File: config.mk
export PLATFORM = sky130hd
export DESIGN_NAME = rtc_write_sequencer
export DESIGN_NICKNAME = d
export VERILOG_FILES = /design/src/rtl/rtc_write_sequencer.sv
export SDC_FILE = /design/constraint.sdc
export NUM_CORES = 1
export LEC_CHECK = 0
export ABC_CLOCK_PERIOD_IN_PS = 2500
export BUFFER_PORTS_ARGS = -buffer_cell sky130_fd_sc_hd__buf_2
export CAP_MARGIN = 20
export CORE_MARGIN = 1.5
export CORE_UTILIZATION = 58
export DETAILED_ROUTE_END_ITERATION = 8
export GPL_TIMING_DRIVEN = 0
export PLACE_DENSITY = 0.95
export REMOVE_ABC_BUFFERS = 1
export SLEW_MARGIN = 10
export SYNTH_ARGS = -nofsm -noshare
export SYNTH_HDL_FRONTEND = slang
export SYNTH_SLANG_ARGS = --single-unit
File: constraint.sdc
create_clock -name i_clk -period 2.5 [get_ports i_clk]
set_input_delay 0.25 -clock i_clk [delete_from_list [all_inputs] [get_ports i_clk]]
set_output_delay 0.25 -clock i_clk [all_outputs]
set_load 0.005 [all_outputs]
File: src/rtl/rtc_write_sequencer.sv
// Write sequencer for the RTC: stages clock/date or timer bytes into RTC RAM one register
// per bus cycle, then issues the RAM->clock/timer transfer command.
module rtc_write_sequencer (
    input  logic       i_clk,
    input  logic       i_reset,
    input  logic       i_escritura,
    input  logic       i_en_clk,
    input  logic       i_dir,
    input  logic       i_dat,
    input  logic       i_cambio_estado,
    input  logic [7:0] i_seg,
    input  logic [7:0] i_min,
    input  logic [7:0] i_hora,
    input  logic [7:0] i_dia,
    input  logic [7:0] i_mes,
    input  logic [7:0] i_ano,
    input  logic [7:0] i_seg_t,
    input  logic [7:0] i_min_t,
    input  logic [7:0] i_hora_t,
    output logic [7:0] o_dir_e,
    output logic       o_e_esc,
    output logic       o_tr_esc,
    output logic       o_term_esc,
    output logic       o_clk_timer_e
);

    localparam logic [7:0] A_SEG_C  = 8'h21;
    localparam logic [7:0] A_MIN_C  = 8'h22;
    localparam logic [7:0] A_HORA_C = 8'h23;
    localparam logic [7:0] A_DIA    = 8'h24;
    localparam logic [7:0] A_MES    = 8'h25;
    localparam logic [7:0] A_ANO    = 8'h26;
    localparam logic [7:0] A_SEG_T  = 8'h41;
    localparam logic [7:0] A_MIN_T  = 8'h42;
    localparam logic [7:0] A_HORA_T = 8'h43;
    localparam logic [7:0] CMD_WR_C = 8'hF1;
    localparam logic [7:0] CMD_WR_T = 8'hF2;
    localparam logic [7:0] CMD_DATA = 8'h01;
    localparam logic [7:0] IDLE_BUS = 8'hFF;

    typedef enum logic [3:0] {
        S_IDLE, S_SEG, S_MIN, S_HORA, S_DIA, S_MES, S_ANO, S_CMD, S_DONE
    } state_t;

    state_t     r_state;
    logic [7:0] r_dir_e;
    logic       r_e_esc;
    logic       r_tr_esc;
    logic       r_term_esc;
    logic       r_clk_timer_e;
    logic [7:0] r_seg, r_min, r_hora, r_dia, r_mes, r_ano, r_seg_t, r_min_t, r_hora_t;

    logic [7:0] w_addr;
    logic [7:0] w_data;
    state_t     w_next;

    // Address/data of the register handled in the current bus step; the pass type picks the bank.
    always_comb begin
        w_addr = IDLE_BUS;
        w_data = CMD_DATA;
        w_next = S_IDLE;
        case (r_state)
            S_SEG: begin
                w_addr = r_clk_timer_e ? A_SEG_T : A_SEG_C;
                w_data = r_clk_timer_e ? r_seg_t : r_seg;
                w_next = S_MIN;
            end
            S_MIN: begin
                w_addr = r_clk_timer_e ? A_MIN_T : A_MIN_C;
                w_data = r_clk_timer_e ? r_min_t : r_min;
                w_next = S_HORA;
            end
            S_HORA: begin
                w_addr = r_clk_timer_e ? A_HORA_T : A_HORA_C;
                w_data = r_clk_timer_e ? r_hora_t : r_hora;
                w_next = r_clk_timer_e ? S_CMD : S_DIA;
            end
            S_DIA: begin
                w_addr = A_DIA;
                w_data = r_dia;
                w_next = S_MES;
            end
            S_MES: begin
                w_addr = A_MES;
                w_data = r_mes;
                w_next = S_ANO;
            end
            S_ANO: begin
                w_addr = A_ANO;
                w_data = r_ano;
                w_next = S_CMD;
            end
            S_CMD: begin
                w_addr = r_clk_timer_e ? CMD_WR_T : CMD_WR_C;
                w_data = CMD_DATA;
                w_next = S_DONE;
            end
            default: begin
                w_addr = IDLE_BUS;
                w_data = CMD_DATA;
                w_next = S_IDLE;
            end
        endcase
    end

    always_ff @(posedge i_clk) begin
        if (!i_reset) begin
            r_state       <= S_IDLE;
            r_dir_e       <= IDLE_BUS;
            r_e_esc       <= 1'b0;
            r_tr_esc      <= 1'b0;
            r_term_esc    <= 1'b0;
            r_clk_timer_e <= 1'b0;
            r_seg         <= 8'h00;
            r_min         <= 8'h00;
            r_hora        <= 8'h00;
            r_dia         <= 8'h00;
            r_mes         <= 8'h00;
            r_ano         <= 8'h00;
            r_seg_t       <= 8'h00;
            r_min_t       <= 8'h00;
            r_hora_t      <= 8'h00;
        end else begin
            case (r_state)
                S_IDLE: begin
                    r_dir_e    <= IDLE_BUS;
                    r_e_esc    <= 1'b0;
                    r_tr_esc   <= 1'b0;
                    r_term_esc <= 1'b0;
                    if (i_escritura) begin
                        r_seg         <= i_seg;
                        r_min         <= i_min;
                        r_hora        <= i_hora;
                        r_dia         <= i_dia;
                        r_mes         <= i_mes;
                        r_ano         <= i_ano;
                        r_seg_t       <= i_seg_t;
                        r_min_t       <= i_min_t;
                        r_hora_t      <= i_hora_t;
                        r_clk_timer_e <= ~i_en_clk;
                        r_e_esc       <= 1'b1;
                        r_state       <= S_SEG;
                    end
                end
                S_SEG, S_MIN, S_HORA, S_DIA, S_MES, S_ANO, S_CMD: begin
                    // E_Esc dips for exactly the cycle following an advance.
                    r_e_esc <= 1'b1;
                    if (i_dir) begin
                        r_dir_e <= w_addr;
                    end else if (i_dat) begin
                        r_dir_e <= w_data;
                        if (r_state == S_CMD) r_tr_esc <= 1'b1;
                    end else if (i_cambio_estado) begin
                        r_e_esc  <= 1'b0;
                        r_tr_esc <= 1'b0;
                        r_state  <= w_next;
                    end
                end
                S_DONE: begin
                    r_term_esc <= 1'b1;
                    r_dir_e    <= IDLE_BUS;
                    r_state    <= S_IDLE;
                end
                default: begin
                    r_state    <= S_IDLE;
                    r_dir_e    <= IDLE_BUS;
                    r_e_esc    <= 1'b0;
                    r_tr_esc   <= 1'b0;
                    r_term_esc <= 1'b0;
                end
            endcase
        end
    end

    assign o_dir_e       = r_dir_e;
    assign o_e_esc       = r_e_esc;
    assign o_tr_esc      = r_tr_esc;
    assign o_term_esc    = r_term_esc;
    assign o_clk_timer_e = r_clk_timer_e;

endmodule

# Yosys cells after proc, flatten, opt, wreduce, memory -nomap -nowiden
# Index checks and enable logic that the tools add are counted.
word_totals:
  ff_bits: 88
  inputBits: 79
  out_inout_bits: 12
  wordCells: 67
classes:
  eq_ne: 14
  mux: 29
  n_bitwise: 2
  n_reduce_logical: 7
ops:
  columns: ["operator", "count"]
  rows:
  - ["8-bit one-hot mux with 7 select lines", 1]
  - ["8-bit one-hot mux with 6 select lines", 1]
  - ["8-bit two-way mux", 5]
  - ["4-bit one-hot mux with 7 select lines", 1]
  - ["7-bit two-way mux", 3]
  - ["4-bit by 3-bit == test with 1-bit output (second input constant)", 4]
  - ["4-bit two-way mux", 4]
  - ["4-bit by 2-bit == test with 1-bit output (second input constant)", 2]
  - ["1-bit two-way mux", 8]
  - ["2-bit inequality test (second input constant)", 4]
  - ["4-bit one-hot mux with 2 select lines", 1]
  - ["4-bit AND reduction", 2]
  - ["7-bit OR reduction", 1]
  - ["3-bit inequality test (second input constant)", 2]
  - ["4-bit by 1-bit == test with 1-bit output (second input constant)", 1]
  - ["4-bit == test (second input constant)", 1]
  - ["4-bit logical NOT", 1]
  - ["2-bit two-way mux", 2]
  - ["1-bit one-hot mux with 2 select lines", 2]
  - ["2-bit AND reduction", 2]
  - ["1-bit one-hot mux with 3 select lines", 1]
  - ["1-bit NOT", 2]
  - ["2-bit nonzero test", 1]

# Depth between registers and ports, before layout
# Gate-level depths: netlist of run 1.
depth:
  ltp_word: 6
  ltp_mapped: 8
  mapped_depth_nobuf: 5

# Least setup slack after synthesis of run 1
# Ideal clock, no wire load.
synth_timing:
  path_kind: "reg-to-reg"
  start: "register r_clk_timer_e, in the netlist o_clk_timer_e"
  end: "register r_dir_e[6], in the netlist o_dir_e[6]"
  setup_ns: 0.124
  arrival_ns: 1.538
  required_time_ns: 2.376
  slack_ns: 0.838
  stages_incl_launch_ff: 6
  path_buffers: 1
  synth_period_minus_slack_ns: 1.662
  path_cell_list: "dfxtp_1 -> buf_4 -> mux2_2 -> a221oi_1 -> a21oi_1 -> a2111o_1"
synth_between:
  elab_chain_cells: 4
  elab_cells_between_ends: 10
  classes_between: "mux (10)"
synth_lines:
  columns: ["element", "line", "text"]
  rows:
  - ["start, declared", "50", "logic r_clk_timer_e;"]
  - ["start signal, assigned", "140", "r_clk_timer_e <= ~i_en_clk;"]
  - ["8-bit two-way mux, on equally long branches", "75, 65, 70", null]
  - ["8-bit one-hot mux with 6 select lines", "62", "case (r_state)"]
  - ["8-bit two-way mux", "150", "end else if (i_dat) begin"]
  - ["8-bit two-way mux (*)", "148", "if (i_dir) begin"]
  - ["end signal, assigned", "149", "r_dir_e <= w_addr;"]
  - ["end signal, assigned", "151", "r_dir_e <= w_data;"]
  - ["end, declared", "46", "logic [7:0] r_dir_e;"]
# Mark *: on every way between the ends. The rest lies on a longest branch, timed or not. The select of a mux whose other input is x is not followed.
# A chain may end at the register's enable or synchronous reset.

# Worst setup path after layout of run 1
layout_timing:
  start: "register r_state[2]"
  end: "register r_dir_e[4], in the netlist o_dir_e[4]"
layout_between:
  elab_chain_cells: 4
  elab_cells_between_ends: 13
  classes_between: "eq/ne (7); mux (4); reduce/logical (2)"
layout_lines:
  columns: ["element", "line", "text"]
  rows:
  - ["start, declared", "45", "state_t r_state;"]
  - ["start signal, assigned", "156", "r_state <= w_next;"]
  - ["4-bit by 3-bit == test with 1-bit output, or another cell as far along", "62, 124", null]
  - ["8-bit one-hot mux with 6 select lines", "62", null]
  - ["8-bit two-way mux", "150", null]
  - ["8-bit two-way mux", "148", null]
# Parallel ways exist; a longest one is shown, timed or not. The select of a mux whose other input is x is not followed.

==> results of run 1 <==
through the flow:
step	cells	setup WS, ns	utilization [%]
global placement	618	-0.940	66.0
global route	637	0.0236	70.7
CTS	637	0.211	70.6
finish	637	0.154	70.7
detailed placement	621	0.173	67.0
floorplan	451	-0.144	-
flip-flops by register name, summed over array words and instances (netlist names), 4 cells and up:
signal	count
o_dir_e	8
r_min	8
r_hora_t	8
r_hora	8
r_state	4
r_ano	8
r_min_t	8
r_seg	8
r_dia	8
r_mes	8
r_seg_t	8
power groups by stage:
stage	Clock, mW	Combinational (mW)	Sequential, mW
6_report	1.12	0.400	1.57
5_1_grt	1.19	0.449	1.58
3_3_place_gp	0	0.376	1.59
4_1_cts	1.12	0.400	1.57
2_1_floorplan	0	0.247	1.58
3_5_place_dp	0	0.398	1.60
critical path, delay by kind of cell (launching register included):
family	cells	cell delay (ns)
AO/OA/AOI/OAI	3	0.59
flip-flops	1	0.74
AND/OR/NAND/NOR	2	0.98
cells in the final DEF (no fill, tap or decap), types with 4 or more instances in the layout:
master and count:
nand2_1 151, mux2i_1 18, o21ai_0 8, buf_2 91
nand3_1 4, nor3_1 9, a21oi_1 89, nand2b_1 5
mux2_2 8, clkbuf_8 11, nor2_1 17, dfxtp_1 87
per-layer routing:
metal  vias to the layer above  global-route usage, %  wire length (um)
li1                       1803                      -                 -
met1                      1753                   32.1              3920
met2                       144                   47.3              4730
met3                        33                   5.93               591
met4                         0                   13.9               335
met5                         -                      0                 0
area by class of cell:
type	count	area, um2	area share, %
clock buffers	11	151	3.34
clock inverters	5	78.8	1.74
inverters	2	7.51	0.165
multi-input cells	361	1950	42.9
flip-flops and latches	88	1760	38.8
well taps	77	96.3	2.12
repair buffers	93	495	10.9
cell families after synthesis:
group,count (synthesis),share of synthesized area (%)
AND/OR/NAND/NOR,205,22.8
AO/OA/AOI/OAI,129,19.4
flip-flops,88,45.2
buffers and inverters,42,5.37
multiplexers,26,6.94
XOR/XNOR,1,0.225
cell usage after synthesis, drive strengths merged (3+ instances only):
library cell,n,area (um2)
nand2,151,567
a21oi,89,445
dfxtp,88,1760
buf,23,138
nor2,20,80.1
mux2i,18,180
clkbuf,17,63.8
nor3,10,61.3
o21ai,9,45.0
mux2,8,90.1
nand2b,5,31.3
nand3,5,25.0
a221o,3,30.0
a22oi,3,22.5
a31oi,3,18.8
o22ai,3,18.8
worst max-delay path by stage:
stage | startpoint | end | slack, ns | cells past startpoint
after global routing | r_state[2] | o_dir_e[3] | 0.02 | 5
after global placement | r_state[0] | o_e_esc | -0.94 | 5
final | r_state[2] | o_dir_e[4] | 0.15 | 5
after floorplan | r_state[0] | o_e_esc | -0.14 | 5
after CTS | r_state[0] | o_e_esc | 0.21 | 5
after detailed placement | r_state[2] | o_dir_e[4] | 0.17 | 5
timing repair:
action / CTS / global route
gates resized for setup: 0 / 1
setup endpoints to repair: 0 / 1
endpoints found under the hold margin: 0 / 0
==> summary.txt, run 1 <==
Run status
  • Outcome: complete, but fails checks
  • Failing checks: design-rule violations

CTS
  • Num CTS Buffers: 9
  • Clock latency on the worst-skew pair: 0.36 ns
  • CTS tree: yes
  • Hold buffer count at CTS: 0
  • CTS H-Tree Depth: 3
  • Post-CTS setup buffers: 0
  • Clock sinks: 88
  • Clk buf depth: 2
  • Clock-pin slew on the worst setup and hold paths: 0.09 ns
  • Root buf cell: clkbuf_8

Global route
  • Vias in the first global route: 3486
  • Tot GR Track Use: 27.4%
  • Initial antenna violation count: 0
  • Largest net degree at the start of global routing: 74
  • First-pass GRT wire length: 15.6 mm
  • Total gr overflow: 0

Critical path
  • Critical path endpoint category: register
  • R2R cell count: 5
  • CP max stage delay: 0.74 ns
  • Reg2reg start: r_state[2]
  • R2R Path End: o_dir_e[4]
  • Critical Path Source Type: register
  • Critical path fanouts, max: 18
  • Worst EP arrival: 2.65 ns
  • Reg2reg setup slack: 0.15 ns
  • Critical Path RT: 2.81 ns
  • Critical path's slowest cell: dfxtp_1
  • Cell breakdown of the critical path: nand2b_1, nor3_1, a22oi_1, a31oi_1, a211o_1
  • Crit path kind: register to register

Synthesis
  • Mapped cell area: 0.00389 mm2
  • Mean Syn Cell Area: 7.93 um2
  • Top FF cell, synth: dfxtp_1
  • Post-synth EDFFs: 0
  • Yosys warnings: 0
  • Syn Inst Count: 491
  • Seq/Total Area, Yosys: 45.2%
  • #FFs+latches synth: 88
  • Yosys cell types: 49
  • Async SR Flop Fraction: 0%

Run
  • Max-Cap Viols: 0

Finish
  • Final instance area: 0.00454 mm2
  • Proportion of layout cells with a drive suffix above 1: 23.4%
  • Synthesis-to-finish area growth: 16.5%
  • Fillers: 499
  • Antenna Cells: 0
  • Nets@finish: 634

Pwr
  • Worst VDD drop: 0.428 mV
  • Combinational share of power: 12.9%
  • Clk pwr share: 36.2%
  • PD cells: 681 mW/mm2
  • Internal power: 2.28 mW
  • Power after layout: 3.09 mW
  • Sequential Power Share: 50.8%
  • Sw frac: 26.2%
  • Leak pwr: 1.76 nW
  • Switch Pwr: 0.809 mW

Floorplan
  • Rows: 29
  • Die area: 0.00721 mm2
  • CORE AREA: 0.00642 mm2
  • Initial Util: 60.6%
  • IO Pins: 91
  • Die Width: 84.9 um
  • Die height: 84.9 um

Timing
  • Worst slew margin: 40.8%
  • Max Slew Vio Count: 0
  • Worst slew pin tran: 0.881 ns
  • Hold_ws: 0.0499 ns
  • Final Hold Viols: 0
  • Crit share post-route: 93.8%
  • Fmax: 426 MHz
  • Final Critical Period: 2.35 ns
  • RSZ-0062 raised after global routing: false
  • Setup TNS Final: 0 ns
  • Setup violators final: 0
  • Clk_skew: 0.0120 ns

Place
  • Placed cell area: 0.00431 mm2
  • Final HPWL from detailed placement: 6.44 mm
  • Input/output buffers: 90
  • Gpl congestion: 0.878

Drt
  • Final wirelength: 9.58 mm
  • WL per Instance: 15.0 um
  • Antenna Nets Post-Route: 0
  • TritonRoute pass-1 iters: 9
  • Vias: 3733
  • Via density: 5.86
  • Initial DRC Count: 395
  • Remaining DRCs: 3

Min path
  • Worst Hold Path EP: o_clk_timer_e
  • Worst hold path type: input pin to register
  • HP Start: i_en_clk
  • Hold Path Stages: 2
Power figures use the tool's default switching activity.
==> inputs of run 2 (changes only) <==
--- a/config.mk
+++ b/config.mk
@@ -8,8 +8,10 @@
 export ABC_CLOCK_PERIOD_IN_PS = 2500
 export BUFFER_PORTS_ARGS = -buffer_cell sky130_fd_sc_hd__buf_2
 export CAP_MARGIN = 20
+export CELL_PAD_IN_SITES_DETAIL_PLACEMENT = 0
+export CELL_PAD_IN_SITES_GLOBAL_PLACEMENT = 1
 export CORE_MARGIN = 1.5
-export CORE_UTILIZATION = 58
+export CORE_UTILIZATION = 42
 export DETAILED_ROUTE_END_ITERATION = 8
 export GPL_TIMING_DRIVEN = 0
 export PLACE_DENSITY = 0.95
==> run 2 against run 1 <==
Effect of this change: the flow now finishes without violations; count of clock-buffer cells in the layout down 1; first-iteration DRC count is 69% lower; critical path depth down 1; cell count up 4.9%; wire length down 0.62%; die area up 37%; clock skew down 0.00066 ns; highest routed layer unchanged.
==> summary.txt, run 2 (synthesized netlist as in run 1, its figures left out) <==
Run status
  • Outcome: finished clean

Global route
  • Met2 usage: 32.3% (-15 points)
  • Total gr overflow: 0 (unchanged)
  • Largest net degree at the start of global routing: 74 (unchanged)
  • Initial antenna violation count: 0 (unchanged)
  • Top Usage Layer GRT: met2
  • Grt met1 use: 26.0% (-6.1 points)
  • M3 GR Usage: 5.13% (-0.80 points)
  • Vias in the first global route: 3353 (-3.8%)
  • Tot GR Track Use: 19.9% (-7.5 points)
  • First-pass GRT wire length: 15.7 mm (+0.35%)

Drt
  • Via density: 5.26 (-10%)
  • WL per Instance: 14.2 um (-5.2%)
  • Initial DRC Count: 124 (-69%)
  • Antenna Nets Post-Route: 0 (unchanged)
  • Final wirelength: 9.52 mm (-0.62%)
  • Vias: 3513 (-5.9%)
  • TritonRoute pass-1 iters: 4 (-5)
  • Remaining DRCs: 0 (-3)

Timing
  • RSZ-0062 raised after global routing: false
  • Setup TNS Final: 0 ns (unchanged)
  • Clk_skew: 0.0114 ns (-0.000662 ns)
  • Max Slew Vio Count: 0 (unchanged)
  • Worst slew pin tran: 0.845 ns (-0.0366 ns)
  • Final Critical Period: 2.27 ns (-0.0787 ns)
  • Crit share post-route: 90.7% (-3.1 points)
  • Setup violators final: 0 (unchanged)
  • Final WS setup: 0.233 ns (+0.0787 ns)
  • Worst slew margin: 43.5% (+2.7 points)
  • Final Hold Viols: 0 (unchanged)
  • Fmax: 441 MHz (+3.5%)

Finish
  • Commonest non-fill, non-tap cell in the layout: nand2_1
  • Multi-input gate area: 0.00195 mm2 (+0.32%)
  • Fillers: 881 (+77%)
  • Commonest non-fill, non-tap cells in the layout: 151 x nand2_1, 90 x buf_2, 89 x a21oi_1
  • Proportion of layout cells with a drive suffix above 1: 23.6% (+0.18 points)
  • Nets@finish: 634 (unchanged)
  • Reg area: 0.00176 mm2 (about the same)
  • Synthesis-to-finish area growth: 17.2%
  • Final instance area: 0.00456 mm2 (+0.52%)
  • Antenna Cells: 0 (unchanged)

Critical path
  • Crit path kind: register to register
  • Worst EP arrival: 2.52 ns (-0.13 ns)
  • Critical Path Source Type: register
  • Cell breakdown of the critical path: mux2_2, a221oi_1, a21oi_1, a2111o_1
  • Reg2reg setup slack: 0.23 ns (+0.08 ns)
  • Critical Path RT: 2.75 ns (-0.06 ns)
  • CP max stage delay: 0.89 ns (+0.15 ns)
  • Critical path's slowest cell: dfxtp_2
  • Critical path fanouts, max: 30 (+12)
  • Critical path endpoint category: register

Min path
  • Worst hold path type: input pin to register

CTS
  • Hold buffer count at CTS: 0 (unchanged)
  • Num CTS Buffers: 9 (unchanged)
  • CTS H-Tree Depth: 3 (unchanged)
  • CTS tree: yes
  • Root buf cell: clkbuf_8
  • Clock-pin slew on the worst setup and hold paths: 0.10 ns (about the same)
  • Clk buf depth: 2 (unchanged)
  • Clock sinks: 88 (unchanged)
  • Clock latency on the worst-skew pair: 0.36 ns (about the same)
  • Post-CTS setup buffers: 0 (unchanged)

Floorplan
  • Die area: 0.00986 mm2 (+37%)
  • IO Pins: 91 (unchanged)
  • CORE AREA: 0.00885 mm2 (+38%)
  • Initial Util: 44.0% (-17 points)
  • Die height: 99.3 um (+17%)
  • Rows: 34 (+17%)
  • Die Width: 99.3 um (+17%)

Pwr
  • Clk pwr share: 34.0% (-2.2 points)
  • Switch Pwr: 0.823 mW (+1.7%)
  • Sw frac: 27.6% (+1.4 points)
  • Internal power: 2.16 mW (-5.4%)
  • Sequential Power Share: 52.6% (+1.8 points)
  • PD cells: 654 mW/mm2 (-4.0%)
  • Power after layout: 2.98 mW (-3.5%)
  • Worst VDD drop: 0.338 mV (-21%)
  • Leak pwr: 1.74 nW (-0.98%)
  • Combinational share of power: 13.3% (+0.4 points)

Place
  • Input/output buffers: 90 (unchanged)
  • Final HPWL from detailed placement: 6.52 mm (+1.3%)
  • Placed cell area: 0.00435 mm2 (+0.96%)
  • Setup WS pre-CTS: 0.110 ns (-0.0631 ns)
  • Gpl congestion: 0.905 (+3.1%)

Run
  • Max-Cap Viols: 0 (unchanged)
==> run 2: worst paths after layout <==
kind | from | endpoint | cells after the start
max reg2reg | o_clk_timer_e | o_dir_e[6] | 4
min | i_en_clk | o_clk_timer_e | 2
max | o_clk_timer_e | o_dir_e[6] | 4
min reg2reg | r_hora[0] | r_hora[0] | 2
==> run 2: cell type report <==
cell class	instances	area share, %
multi-input cells	361	42.8
inverters	2	0.165
repair buffers	93	10.9
well taps	108	2.96
clock buffers	10	3.02
clock inverters	6	1.48
flip-flops and latches	88	38.7
==> run 2: power by group through the flow <==
| stage | Clock [mW] | Combinational [mW] | Sequential (mW) |
|---|---|---|---|
| floorplan | 0 | 0.247 | 1.58 |
| global placement | 0 | 0.386 | 1.60 |
| detailed placement | 0 | 0.400 | 1.60 |
| CTS | 1.03 | 0.401 | 1.57 |
| global route | 1.10 | 0.452 | 1.58 |
| finish | 1.02 | 0.398 | 1.57 |
==> run 2: worst max-delay path: cells and delay by family (launching register included) <==
kind	cells	cell delay (ns)
flip-flops	1	0.89
multiplexers	1	0.43
AO/OA/AOI/OAI	3	0.82
==> run 2: metrics by stage <==
step	hold WS, ns	instances	util (%)
final	0.0433	668	51.6
after floorplan	0.350	451	-
after global placement	0.439	649	48.3
after global routing	0.0513	668	51.6
after CTS	0.0381	668	51.4
after detailed placement	0.428	652	49.1
==> run 2: what timing repair did <==
action | CTS | global route
resized for setup | 0 | 3
setup endpoints to repair | 0 | 18
endpoints found under the hold margin | 0 | 0
==> run 2: per-layer routing <==
metal  part of all wire, %  vias up
li1                      -     1798
met1                    47     1599
met2                    45       98
met3                   5.9       18
met4                   2.2        0
met5                     0        -
